[src/rtl/ones_counter_datapath.sv]
// Ones-counter datapath: shift register plus ones accumulator.
// Ports: clock, reset_datapath (sync, active-high), load_A, shift,
//   data_in[N-1:0] in; done_datapath, result[CW-1:0], A_out[N-1:0] out.
module ones_counter_datapath #(
  parameter int N  = 8,
  parameter int CW = $clog2(N + 1)
) (
  input  logic          clock,
  input  logic          reset_datapath,
  input  logic          load_A,
  input  logic          shift,
  input  logic [N-1:0]  data_in,
  output logic          done_datapath,
  output logic [CW-1:0] result,
  output logic [N-1:0]  A_out
);

  logic [N-1:0]  A_q;
  logic [N-1:0]  A_d;
  logic [CW-1:0] result_q;
  logic [CW-1:0] result_d;

  // Shifting stops once A is empty, so leading zeros are
  // never visited and the count cannot run past N.
  always_comb begin
    A_d      = A_q;
    result_d = result_q;
    if (load_A) begin
      A_d      = data_in;
      result_d = '0;
    end else if (shift && (A_q != '0)) begin
      A_d      = {1'b0, A_q[N-1:1]};
      result_d = result_q + {{(CW-1){1'b0}}, A_q[0]};
    end
  end

  always_ff @(posedge clock) begin
    if (reset_datapath) begin
      A_q      <= '0;
      result_q <= '0;
    end else begin
      A_q      <= A_d;
      result_q <= result_d;
    end
  end

  assign done_datapath = (A_q == '0);
  assign result        = result_q;
  assign A_out         = A_q;

endmodule

[config.mk]
export PLATFORM = sky130hd
export DESIGN_NAME = ones_counter_datapath
export DESIGN_NICKNAME = d
export VERILOG_FILES = /design/src/rtl/ones_counter_datapath.sv
export SDC_FILE = /design/constraint.sdc
export NUM_CORES = 1
export LEC_CHECK = 0
export ABC_AREA = 1
export CORE_MARGIN = 2
export CORE_UTILIZATION = 40
export DETAILED_ROUTE_END_ITERATION = 7
export PLACE_DENSITY = 0.8
export SETUP_SLACK_MARGIN = 0.2
export SYNTH_ARGS = -nofsm -noshare
export SYNTH_HDL_FRONTEND = slang
export SYNTH_SLANG_ARGS = --single-unit
export TNS_END_PERCENT = 20
[constraint.sdc]
create_clock -name clock -period 2.1 [get_ports clock]
set_input_delay 0.42 -clock clock [delete_from_list [all_inputs] [get_ports clock]]
set_output_delay 0.42 -clock clock [all_outputs]
set_load 0.05 [all_outputs]
## Word-level counts from Yosys, hierarchy flattened

Cells that the tools add are included.

| word-level totals | value |
|---|---|
| register bits after elaboration | 12 |
| latch bits | 0 |
| bits in writable memories | 0 |
| ROM bits | 0 |
| input port bits | 12 |
| logic and storage cells | 10 |
| memories kept | 0 |

| operators by class | value |
|---|---|
| $add $sub $neg | 1 |
| multipliers | 0 |
| divide/modulo/power cells | 0 |
| magnitude comparators | 0 |
| eq/ne operators | 0 |
| shift operators | 0 |
| multiplexer cells | 2 |
| bitwise operators | 0 |
| reduce and logical (&&, ||, !) cells | 5 |

Operators with widths:

| kind | count |
|---|---|
| 8-bit 2-to-1 mux | 2 |
| 8-bit zero test | 1 |
| 8-bit nonzero test | 1 |
| 4-bit by 1-bit adder with 4-bit output | 1 |
| 2-bit nonzero test | 1 |
| 2-bit OR reduction | 1 |
| 1-bit logical AND | 1 |

## Logic depth before layout (Yosys ltp)

| depth | value |
|---|---|
| word-level depth | 4 |
| mapped depth | 7 |
| mapped depth without buffers | 6 |

## Least setup slack after synthesis

Ideal clock, no wire load.

| path | value |
|---|---|
| kind | register to output |
| start point | register A_q[2], in the netlist A_out[2] |
| end point | output done_datapath |
| data arrival time | 1.391 ns |
| data required time | 1.680 ns |
| path slack | 0.289 ns |
| stages on the path, launching flop included | 4 |
| path buffers | 0 |
| path through | dfxtp_1 nor2_1 nand2_1 nor2_1 |

| on the way | value |
|---|---|
| word-level cells in the longest chain between the ends | 1 |

Ends and longest elaborated chain:

| item | RTL line | text |
|---|---|---|
| start: declaration | 18 | `logic [N-1:0] A_q;` |
| start signal: assignment | 39 | `A_q <= '0;` |
| start signal: assignment | 42 | `A_q <= A_d;` |
| 8-bit zero test | 47 | `assign done_datapath = (A_q == '0);` |
| end: declaration | 13 | `output logic done_datapath,` |

No other way between the ends.

## Worst setup path after layout

| path | value |
|---|---|
| start point | register A_q[4], in the netlist A_out[4] |
| end point | output A_out[4] |

RTL lines:

| item | RTL line | text |
|---|---|---|
| end: declaration | 15 | `output logic [N-1:0] A_out` |

No word-level cell between the ends.

==> out/summary.md <==
For the post-route antenna net violation count, the log shows 0. The number of gates resized after cts is 1. The flow ran to the end, and the final reports show no timing, DRC or antenna violations.

The mapped netlist covers 608.1 um2. The run gives 594 as the via count of the first global-routing pass. Across the run, the number of max-cap violations was 0. The post-route clock period utilization came out at 90.30%. The largest clock skew in the final design was 0.003342 ns. The area enclosed by the die boundary was 0.001848 mm2. Derived from the worst setup path, the maximum achievable clock frequency is 527.3 MHz. The first global-routing pass estimated 2.256 mm of wire. The data required time at the worst endpoint is 1.68 ns, and the remaining global-route overflow is 0. Counting every instance in the synthesized netlist gives 91.

Counting I/O delays and the setup requirement, the final critical path takes 1.896 ns. The largest driver fanout on the critical path was 4; the DRC violation count after routing was 0. The clock network burns 29.4% of the power.

The die width works out to 42.99 um. The register clock-pin slew on the reported worst setup and hold paths was 0.08 ns; the count of filler cells inserted in the layout was 155. In this run, flip-flops and latches consume 41.4% of the power.

The logs give 1 for the CTS H-tree depth and 1.030 mm for the estimated wirelength of the detail-placed design. Combinational logic is responsible for 29.1% of the overall power. STA classifies the critical path startpoint as a register.

Relative to the synthesized area, the layout overhead comes to 46.91%. The run gives 4 as the detailed-router iteration count before antenna repair. The setup path with the least slack is of type register to output port.

Number of inserted diodes: 0. For this configuration, the core starts out at a cell density of 41.33%. Routability-driven placement finished with a final weighted congestion of 0.7811. The data arrival time of the worst path is 1.48 ns. 25 I/O pins were placed. When the netlist entered floorplanning its net count stood at 105.

Setup repair after global routing could not meet its margin everywhere. The number of vias per cell came out at 4.977. The logs give 0 for the number of antenna violations at the first check in global routing and 24 for the DRC marker count from the first detailed-route iteration. The share of total power consumed by net switching works out to 32.58%.

The detailed-route wire length per cell came out at 10.07 um. Worst ir drop on vdd: 0.3197 mV. For the pin with the worst max-slew slack, the measured transition is 0.4991 ns. Of the post-synthesis cell area, the dominant cell type holds 39.51%.

On the critical path the largest part of the delay comes from buffers and inverters. The logs give 12 for the total number of clock tree sinks and 0.4287 nW for the reported leakage power. In the global route stage, overall resource usage came out at 15.98%. Setup violations remaining at the end of the flow were counted as 0. Number of hold buffers added after cts: 0.

The vias after detailed routing is 662. Summed over all failing endpoints, the final setup total negative slack is 0 ns. The run gives 197.8 uW as the reported net switching power.

Once the clock tree was built, the setup fixing pass inserted 0 buffers. The number of max-slew violations in the final report is 0, and the number of input and output port buffers inserted is 24. Sorting the synthesized cells by area gives the leading types as sky130_fd_sc_hd__dfxtp_1 40%, sky130_fd_sc_hd__nand2_1 22%, sky130_fd_sc_hd__a21oi_1 8.2%. The buffer and inverter count on the worst path is 1.

Buffers inserted during clock tree synthesis total 3. The largest net degree at the start of global routing is 15, and the clock latency on the worst-skew pair is 0.27 ns. The floorplan step defined a core boundary enclosing 0.001471 mm2.

The slowest stage of the critical path is the sky130_fd_sc_hd__clkdlybuf4s50_1 cell. The library cells used most frequently in the layout, excluding fill and tap cells, are 36 x sky130_fd_sc_hd__nand2_1, 20 x sky130_fd_sc_hd__clkdlybuf4s50_1, 12 x sky130_fd_sc_hd__dfxtp_1. The routed wire length came out at 1.339 mm. The largest single stage delay on the critical path is 0.82 ns.

For the worst hold margin, the log shows 0.5072 ns. In this run the deepest clock path goes through 2 buffers. Walking the worst path, the cells encountered are clkdlybuf4s50_1.

The number of failing hold endpoints at the final stage was 0. The biggest area contributor in the post-synthesis netlist is sky130_fd_sc_hd__dfxtp_1. The cell at the root of the clock tree was sky130_fd_sc_hd__clkbuf_4. The proportion of layout cells with a drive suffix above 1 works out to 6.838%. Leaving out fill and tap cells, the most frequent cell in the layout is sky130_fd_sc_hd__nand2_1.

The die is 42.99 um tall. In this run the tightest slew margin relative to its limit is 66.62%. Number of cell rows: 14.

The flip-flop and latch count after synthesis is 12. The total internal power was 409.3 uW; the power density relative to cell area was 679.6 mW/mm2. The run gives 0 as the number of warnings reported in the yosys synthesis log.

TritonCTS built the clock tree. STA classifies the critical path endpoint as an output port. The synthesized area per cell is 6.682 um2, and the sequential element share of the synthesized area is 39.51%. The net total in the final layout is 132. The tools report the distinct cell type count of the synthesized netlist as 15.

The worst hold-check path type was register to register.
Yosys cell counts:
| cell type | n |
|---|---|
| sky130_fd_sc_hd__nand2_1 | 36 |
| sky130_fd_sc_hd__dfxtp_1 | 12 |
| sky130_fd_sc_hd__a21oi_1 | 10 |
| sky130_fd_sc_hd__nor2_1 | 10 |
| sky130_fd_sc_hd__nand3_1 | 9 |
| sky130_fd_sc_hd__inv_1 | 3 |
| sky130_fd_sc_hd__ha_1 | 2 |
| sky130_fd_sc_hd__o21ai_0 | 2 |
| sky130_fd_sc_hd__buf_2 | 1 |
| sky130_fd_sc_hd__buf_4 | 1 |
| sky130_fd_sc_hd__buf_6 | 1 |
| sky130_fd_sc_hd__clkbuf_1 | 1 |
| sky130_fd_sc_hd__o21ai_2 | 1 |
| sky130_fd_sc_hd__xnor2_1 | 1 |
| sky130_fd_sc_hd__xor2_1 | 1 |
power by group through the flow:
| stage | combinational, mW | sequential [mW] | clock [mW] |
|---|---|---|---|
| 2_1_floorplan | 0.0802 | 0.297 | 0 |
| 3_3_place_gp | 0.177 | 0.257 | 0 |
| 3_5_place_dp | 0.178 | 0.257 | 0 |
| 4_1_cts | 0.178 | 0.252 | 0.188 |
| 5_1_grt | 0.191 | 0.254 | 0.193 |
| 6_report | 0.177 | 0.251 | 0.179 |
final timing paths:
path	startpoint	endpoint	slack [ns]	depth (start not counted)
worst max-delay path	A_out[4]	A_out[4]	0.20	1
worst min-delay path	result[3]	result[3]	0.51	2
worst max register to register	A_out[0]	A_out[0]	0.52	6
worst min register to register	result[3]	result[3]	0.51	2
kinds of logic after synthesis:
group	Yosys count	synth area share, %
AO/OA/AOI/OAI	13	11.32
XOR/XNOR	2	2.881
adder cells (fa/ha/maj)	2	4.115
buffers and inverters	7	6.377
flip-flops	12	39.51
AND/OR/NAND/NOR	55	35.80
metal layers:
metal / up-vias / share of wire [%] / global-route usage, %
met4: 0 / 0.60 / 7.273
met5: - / 0 / 0
li1: 342 / - / -
met3: 2 / 6.6 / 3.830
met1: 292 / 44 / 19.74
met2: 26 / 49 / 26.06
stage by stage:
step	setup WS (ns)	cells	total power, mW	util (%)	cell area (um2)
floorplan	0.2894	91	0.3769	-	608.1
global placement	0.4719	129	0.4334	57.99	853.3
detailed placement	0.4478	129	0.4349	57.99	853.3
CTS	0.1842	133	0.6178	60.37	888.4
global route	0.1557	133	0.6383	60.71	893.4
finish	0.2037	133	0.6071	60.71	893.4
sequential cells by signal (all words and copies together) (netlist names):
name and flops:
A_out 8, result 4
area by class of cell:
| class | count | area, um2 | area share [%] |
|---|---|---|---|
| well taps | 16 | 20.02 | 2.241 |
| flip-flops and latches | 12 | 240.2 | 26.89 |
| multi-input cells | 72 | 329.1 | 36.83 |
| repair buffers | 26 | 256.5 | 28.71 |
| inverters | 3 | 11.26 | 1.261 |
| clock buffers | 4 | 36.28 | 4.062 |
Note: power is estimated with default switching activity, not from simulation.
